**src/rtl/imem_load_ctrl.sv**
```systemverilog
// Boot loader and port arbiter for the instruction memory: streams a length-prefixed
// little-endian image from the UART into memory at the boot PC, then hands the port to fetch.
module imem_load_ctrl #(
  parameter logic [31:0] BASE_ADDR   = 32'h0000_8000,
  parameter int          DEPTH_WORDS = 16384,
  parameter int          ADDR_W      = 14,
  parameter int          CAP_WORDS   = DEPTH_WORDS - int'(BASE_ADDR >> 2)
) (
  input  logic              clk,
  input  logic              reset,
  input  logic              skip_load,
  input  logic              rx_valid,
  input  logic [7:0]        rx_data,
  output logic              rx_ready,
  input  logic [31:0]       fetch_pc,
  output logic [ADDR_W-1:0] imem_addr,
  output logic              imem_we,
  output logic [31:0]       imem_wdata,
  output logic              fetch_grant,
  output logic              core_run,
  output logic              load_done,
  output logic              load_err,
  output logic [ADDR_W:0]   words_loaded
);

  localparam logic [ADDR_W-1:0] BASE_WORD = ADDR_W'(BASE_ADDR >> 2);
  localparam logic [31:0]       CAP       = 32'(CAP_WORDS);

  typedef enum logic [2:0] {IDLE, LEN, DATA, RUN, ERR} state_t;

  state_t            state, state_nxt;
  logic [1:0]        byte_cnt;
  logic [23:0]       word_buf;
  logic [31:0]       len;
  logic [31:0]       wdata_q;
  logic              wr_pend;
  logic              core_run_q;
  logic              load_done_q;
  logic              load_err_q;
  logic [ADDR_W:0]   wl;

  logic              xfer;
  logic              last_byte;
  logic [31:0]       byte_word;
  logic              last_write;

  assign xfer       = rx_valid & rx_ready;
  assign last_byte  = xfer && (byte_cnt == 2'd3);
  assign byte_word  = {rx_data, word_buf};
  // The write cycle carrying word number len-1 is the last one before RUN.
  assign last_write = wr_pend && (({{(31-ADDR_W){1'b0}}, wl} + 32'd1) == len);

  always_ff @(posedge clk or negedge reset) begin
    if (!reset) state <= IDLE;
    else        state <= state_nxt;
  end

  always_comb begin
    state_nxt = state;
    case (state)
      IDLE: state_nxt = skip_load ? RUN : LEN;
      LEN: begin
        if (last_byte) begin
          if (byte_word == 32'd0)     state_nxt = RUN;
          else if (byte_word > CAP)   state_nxt = ERR;
          else                        state_nxt = DATA;
        end
      end
      DATA:    if (last_write) state_nxt = RUN;
      RUN:     state_nxt = RUN;
      ERR:     state_nxt = ERR;
      default: state_nxt = IDLE;
    endcase
  end

  always_comb begin
    rx_ready     = (state == LEN) || (state == DATA);
    fetch_grant  = (state == RUN);
    imem_we      = wr_pend;
    imem_wdata   = wdata_q;
    core_run     = core_run_q;
    load_done    = load_done_q;
    load_err     = load_err_q;
    words_loaded = wl;
    imem_addr    = '0;
    if (state == RUN)  imem_addr = fetch_pc[ADDR_W+1:2];
    else if (wr_pend)  imem_addr = BASE_WORD + wl[ADDR_W-1:0];
  end

  always_ff @(posedge clk or negedge reset) begin
    if (!reset) begin
      byte_cnt    <= '0;
      word_buf    <= '0;
      len         <= '0;
      wdata_q     <= '0;
      wr_pend     <= 1'b0;
      wl          <= '0;
      core_run_q  <= 1'b0;
      load_done_q <= 1'b0;
      load_err_q  <= 1'b0;
    end else begin
      if (xfer) begin
        byte_cnt <= byte_cnt + 2'd1;
        case (byte_cnt)
          2'd0:    word_buf[7:0]   <= rx_data;
          2'd1:    word_buf[15:8]  <= rx_data;
          2'd2:    word_buf[23:16] <= rx_data;
          default: ;
        endcase
      end
      if (state == LEN && last_byte) len <= byte_word;
      wr_pend <= (state == DATA) && last_byte;
      if ((state == DATA) && last_byte) wdata_q <= byte_word;
      if (wr_pend) wl <= wl + 1'b1;
      if (state_nxt == RUN) load_done_q <= 1'b1;
      if (state_nxt == ERR) load_err_q  <= 1'b1;
      if (state == RUN)     core_run_q  <= 1'b1;
    end
  end

endmodule

```
**config.mk**
```make
export PLATFORM = sky130hd
export DESIGN_NAME = imem_load_ctrl
export DESIGN_NICKNAME = d
export VERILOG_FILES = /design/src/rtl/imem_load_ctrl.sv
export SDC_FILE = /design/constraint.sdc
export NUM_CORES = 1
export LEC_CHECK = 0
export CAP_MARGIN = 10
export CORE_ASPECT_RATIO = 1.2
export CORE_MARGIN = 3
export CORE_UTILIZATION = 40
export CTS_BUF_LIST = sky130_fd_sc_hd__clkbuf_8
export CTS_CLUSTER_DIAMETER = 120
export DETAILED_ROUTE_END_ITERATION = 10
export PLACE_DENSITY_LB_ADDON = 0.1
export SLEW_MARGIN = 20
export SYNTH_ARGS = -nofsm -noshare
export SYNTH_HDL_FRONTEND = slang
export SYNTH_SLANG_ARGS = --single-unit
```
**constraint.sdc**
```tcl
create_clock -name clk -period 2.4 [get_ports clk]
set_clock_uncertainty 0.2 [all_clocks]
set_input_delay 0.24 -clock clk [delete_from_list [all_inputs] [get_ports clk]]
set_output_delay 0.24 -clock clk [all_outputs]
set_load 0.02 [all_outputs]
```
== Word level (Yosys, flattened, before mapping) ==
Cells that the tools add are included.

* Input port bits: 44
* Flip-flop bits (word level): 112

* $lt $le $gt $ge: 1
* Mux-type cells: 8
* Bitwise gates (word level): 1
* Reductions and logical operators: 11
* Equality and inequality tests: 10
* $add $sub $neg: 4

{| class="wikitable"
|+ Operator list
! operator !! number
|-
| $eq 16x32->1 || 1
|-
| $gt 32x14->1 const B || 1
|-
| $logic_not 32->1 || 1
|-
| $mux 14 || 2
|-
| $add 15x1->16 const B || 1
|-
| $add 15x1->15 const B || 1
|-
| $pmux 3 s5 || 1
|-
| $add 14x14->14 const A || 1
|-
| $mux 3 || 4
|-
| $eq 3x2->1 const B || 3
|-
| $eq 3x3->1 const B || 2
|-
| $reduce_and 2->1 || 3
|-
| $eq 2x2->1 const B || 2
|-
| $logic_and 1x1->1 || 4
|-
| $eq 3x1->1 const B || 1
|-
| $logic_not 3->1 || 1
|-
| $add 2x1->2 const B || 1
|-
| $eq 2x1->1 const B || 1
|-
| $logic_not 2->1 || 1
|-
| $mux 2 || 1
|-
| $and 1x1->1 || 1
|-
| $logic_or 1x1->1 || 1
|}

== Logic depth before layout (Yosys ltp) ==
* Word-level depth: 7
* Depth in mapped cells: 6
* Gate-level depth less buffers: 6

== Worst setup path before layout ==
OpenSTA, ideal clock, no wires.

* Kind: reg-to-reg
* From: reg wl[2] (netlist: words_loaded[2])
* To: reg load_done_q (netlist: load_done)
* Library setup time: 104 ps
* Cell stages (with the launch flop): 7
* Arrival time: 1,956 ps
* Slack: 140 ps
* Cells stage by stage: dfrtp_1 -> buf_2 -> nand3_1 -> or3_4 -> a2111oi_2 -> o2111ai_1 -> o311ai_1

* Longest elaborated chain between the ends: 6

{| class="wikitable"
|+ RTL lines
! element !! line !! RTL
|-
| start, declared || 40 || <nowiki>logic [ADDR_W:0] wl;</nowiki>
|-
| start signal, assigned || 114 || <nowiki>if (wr_pend) wl <= wl + 1'b1;</nowiki>
|-
| $add 15x1->16 || 51 || <nowiki>assign last_write = wr_pend && (({{(31-ADDR_W){1'b0}}, wl} + 32'd1) == len);</nowiki>
|-
| $eq 16x32->1 || 51 ||
|-
| $logic_and 1x1->1 || 51 ||
|-
| $mux 3 || 69 || <nowiki>DATA: if (last_write) state_nxt = RUN;</nowiki>
|-
| $pmux 3 s5 || 60 || <nowiki>case (state)</nowiki>
|-
| $eq 3x2->1 || 115 || <nowiki>if (state_nxt == RUN) load_done_q <= 1'b1;</nowiki>
|-
| end signal, assigned || 99 || <nowiki>load_done_q <= 1'b0;</nowiki>
|-
| end signal, assigned || 115 ||
|-
| end, declared || 38 || <nowiki>logic load_done_q;</nowiki>
|}

No other way between the ends.
A chain may end at the register's enable or synchronous reset.

== Worst setup path after layout ==
* From: reg word_buf[1]
* To: reg load_done_q (netlist: load_done)

* Longest elaborated chain between the ends: 6

{| class="wikitable"
|+ RTL lines
! element !! line !! RTL
|-
| start, declared || 33 || <nowiki>logic [23:0] word_buf;</nowiki>
|-
| start signal, assigned || 105 || <nowiki>2'd0: word_buf[7:0] <= rx_data;</nowiki>
|-
| $gt 32x14->1 || 65 || <nowiki>else if (byte_word > CAP) state_nxt = ERR;</nowiki>
|-
| $mux 3 || 65 ||
|-
| $mux 3 (*) || 64 || <nowiki>if (byte_word == 32'd0) state_nxt = RUN;</nowiki>
|-
| $mux 3 (*) || 63 || <nowiki>if (last_byte) begin</nowiki>
|-
| $pmux 3 s5 (*) || 60 ||
|-
| $eq 3x2->1 (*) || 115 ||
|}

Every way passes the cells marked *; elsewhere a longest branch is shown, timed or not.

==> load_flow_metrics.sql <==
INSERT INTO impl_metrics (metric_group, metric, value, unit) VALUES
('synth', 'synth_nets', '478', ''),
('synth', 'async_flop_share', '1.00', ''),
('synth', 'yosys_register_bits', '112', ''),
('clock_network', 'clkTransAtPathRegs', '0.10', 'ns'),
('global_route', 'groute.usage.overall', '0.182', ''),
('synth', 'synth-edff-count', '0', ''),
('worst_setup_path', 'cp-startpoint', 'word_buf[1]', ''),
('timing', 'whs', '0.0274', 'ns'),
('floorplanning', 'die_width', '109', 'um'),
('detailed_routing', 'routed_wire_length_per_instance', '17.2', 'um'),
('worst_setup_path', 'r2r_start', 'word_buf[1]', ''),
('clock_network', 'clk_latency', '0.37', 'ns'),
('global_route', 'via_count_of_the_first_global_routing_pass', '3710', ''),
('global_route', 'antenna_found_initial', '0', ''),
('worst_setup_path', 'arrival_time_of_data_at_the_critical_path_endpoint', '2.36', 'ns'),
('synth', 'synth.yosys.warnings', '0', ''),
('timing', 'final.period_utilization', '0.954', ''),
('synth', 'netlist_instances', '429', ''),
('worst_setup_path', 'crit_type', 'reg -> reg', ''),
('floorplanning', 'top_level_ports', '111', ''),
('global_route', 'grt_start_max_net_pins', '50', ''),
('floorplanning', 'floorplan.initialDensity', '0.416', ''),
('synth', 'commonest_register_cell_after_synthesis', 'dfrtp_1', ''),
('status', 'outcome', 'complete, no violations', ''),
('clock_network', 'cts_sinks', '112', ''),
('floorplanning', 'core_region_area', '12300', 'um2'),
('clock_network', 'cts_max_level', '3', ''),
('clock_network', 'cts_buffers', '9', ''),
('timing', 'total_negative_setup_slacks', '0', 'ns'),
('finish', 'finalNetCount', '594', ''),
('finish', 'postLayoutCellArea', '6690', 'um2'),
('clock_network', 'max-clock-path-buffers', '2', ''),
('global_route', 'grt_remaining_overflow', '0', ''),
('timing', 'timing.final.max_slew_violations', '0', ''),
('worst_setup_path', 'start_kind', 'flop', ''),
('detailed_routing', 'drt_first_iter_violations', '250', ''),
('placement', 'dp_hpwl', '9070', 'um'),
('finish', 'area_growth_syn_to_layout', '30.3', '%'),
('power_and_ir_drop', 'peakVddDrop', '0.519', 'mV'),
('detailed_routing', 'total_iterations_of_the_first_detailed_routing_run', '4', ''),
('synth', 'post_synth.cell_area_avg', '12.0', 'um2'),
('floorplanning', 'fp.dieH', '130', 'um'),
('power_and_ir_drop', 'total_leakage_power', '2.92', 'nW'),
('placement', 'gp_congestion', '0.777', ''),
('detailed_routing', 'vias', '3686', ''),
('detailed_routing', 'wl', '12200', 'um'),
('clock_network', 'postCtsSetupBuffers', '0', ''),
('power_and_ir_drop', 'power-per-cell-area', '1070', 'nW/um2'),
('timing', 'finalSetupViolations', '0', ''),
('hold_path', 'worstHoldPathType', 'in -> async', ''),
('clock_network', 'clock-root-buffer', 'clkbuf_8', ''),
('worst_setup_path', 'path_max_fanout', '4', ''),
('timing', 'timing.final.hold_violations', '0', ''),
('timing', 'timing.final.ws_setup', '0.111', 'ns'),
('timing', 'fmax', '437', 'MHz'),
('worst_setup_path', 'crit_required', '2.47', 'ns'),
('timing', 'worst-slew-pin-transition', '0.425', 'ns'),
('clock_network', 'tritoncts', 'yes', ''),
('detailed_routing', 'drc', '0', ''),
('synth', 'yosysUniqueCellTypes', '45', ''),
('worst_setup_path', 'capturing_element_type_of_the_critical_path', 'flop', ''),
('synth', 'area_of_the_mapped_netlist', '5130', 'um2'),
('global_route', 'grt_pass1_wl', '19900', 'um'),
('timing', 'worst_slew_margin_rel', '0.717', ''),
('timing', 'rsz0062_at_grt', 'false', ''),
('placement', 'placed_cell_area', '6450', 'um2'),
('placement', 'numPortBuffers', '92', ''),
('synth', 'synth_seq_area_share', '0.546', ''),
('finish', 'antenna_cells', '0', ''),
('flow_run', 'drv.max_cap_violation_count', '0', ''),
('finish', 'layout-drive-gt1-share', '0.276', ''),
('detailed_routing', 'route.antenna.remaining_nets', '0', ''),
('placement', 'preCtsSetupSlack', '0.0218', 'ns'),
('detailed_routing', 'via_per_inst', '5.18', ''),
('floorplanning', 'dieArea', '14200', 'um2'),
('timing', 'finalWorstPathRequiredPeriod', '2.29', 'ns'),
('floorplanning', 'placement_rows', '44', '');
[final timing paths]
| path | slack [ns] | end | depth (start not counted) |
|---|---|---|---|
| setup / recovery | 0.11 | load_done | 6 |
| hold / removal | 0.03 | len[4] | 2 |
| max in group asynchronous | 1.33 | len[16] | 3 |
| hold reg to reg | 0.29 | load_err | 1 |
| setup reg to reg | 0.11 | load_done | 6 |
| min in group clk | 0.29 | load_err | 1 |
[cell usage after synthesis (2+ instances only)]
cell type,count,area (um2)
or3_1,2,12.5
dfrtp_1,112,2800
xor2_1,12,105
nor3_1,4,20.0
nand2b_1,3,18.8
nand3_1,8,40.0
nand4_1,7,43.8
o2111ai_1,2,17.5
or2_2,4,25.0
o21ai_0,19,95.1
inv_1,7,26.3
mux2_2,89,1000
nor2_1,18,67.6
a21oi_1,6,30.0
clkbuf_1,17,63.8
buf_2,3,15.0
nor2b_1,5,31.3
xnor2_1,20,175
nand2_1,48,180
nor3b_1,2,15.0
nor4_1,11,68.8
ha_1,5,62.6
or4_1,3,22.5
[layout by cell type, fill, tap and decap left out, types with 2 or more instances in the layout]
cell type / n
nand2_1: 48
nor2_2: 2
clkbuf_8: 11
o21ai_0: 19
nand3_1: 7
dlygate4sd2_1: 16
mux2_2: 89
or3_1: 2
xnor2_1: 20
xor2_1: 12
ha_1: 4
dfrtp_1: 110
nand4_1: 7
nand2b_1: 3
clkdlybuf4s50_1: 75
or2_2: 4
nor2_1: 16
nor2b_1: 5
buf_4: 30
dfrtp_2: 2
or4_1: 2
a21oi_1: 5
nor4_1: 11
buf_12: 3
inv_1: 8
nor3b_1: 2
nor3_1: 4
[power breakdown]
group          leakage [nW]  internal (mW)  switching [mW]
clock                 0.107          0.539           0.634
sequential             1.43           2.60           0.612
combinational          1.39           1.50            1.28
[layer usage]
layer,global-route usage,share of wire,wire length [um],vias to the layer above
li1,-,-,-,1756
met4,0.0550,0.016,191,0
met1,0.240,0.44,5350,1829
met2,0.307,0.50,6090,86
met5,0,0,0,-
met3,0.0327,0.047,580,15
[timing repair]
item,4_1_cts,5_1_grt
cloned,0,0
hold endpoints to repair,112,0
gates resized for setup,16,8
endpoints found under the setup margin,16,2
pin swaps,0,2
hold buffers,1,0
[cells by family (layout without fill, tap and decap cells)]
group,after synthesis,in the layout,share of synthesized area
buffers and inverters,27,148,0.0205
AND/OR/NAND/NOR,121,121,0.116
flip-flops,112,112,0.546
AO/OA/AOI/OAI,43,43,0.0551
multiplexers,89,89,0.195
adder cells (fa/ha/maj),5,5,0.0122
XOR/XNOR,32,32,0.0546
[per-stage QoR]
stage / utilization / total power [mW] / cells
after floorplan: - / 4.79 / 429
after global routing: 0.542 / 7.66 / 711
after global placement: 0.523 / 6.05 / 694
final: 0.542 / 7.17 / 711
after detailed placement: 0.523 / 6.13 / 694
after CTS: 0.539 / 7.24 / 711
[registers in the layout, summed over array words and instances, names as in the netlist]
name	flops
imem_we	1
load_err	1
state	3
load_done	1
core_run	1
imem_wdata	32
len	32
words_loaded	15
byte_cnt	2
word_buf	24
[critical path, cell delays in order (launching register included)]
cell and delay (ns):
dfrtp_1 0.45, nor4_1 0.30, nand4b_1 0.25, a2111oi_0 0.46
buf_4 0.19, o22ai_1 0.06, o311ai_1 0.28
[final cells by class]
type | instances | area, um2
clock inverter | 5 | 55.1
tap | 161 | 201
sequential | 112 | 2810
multi-input combinational | 290 | 2260
clock buffer | 11 | 151
inverter | 7 | 26.3
fill | 1129 | 5650
timing repair buffer | 125 | 1190
Power figures use the tool's default switching activity.
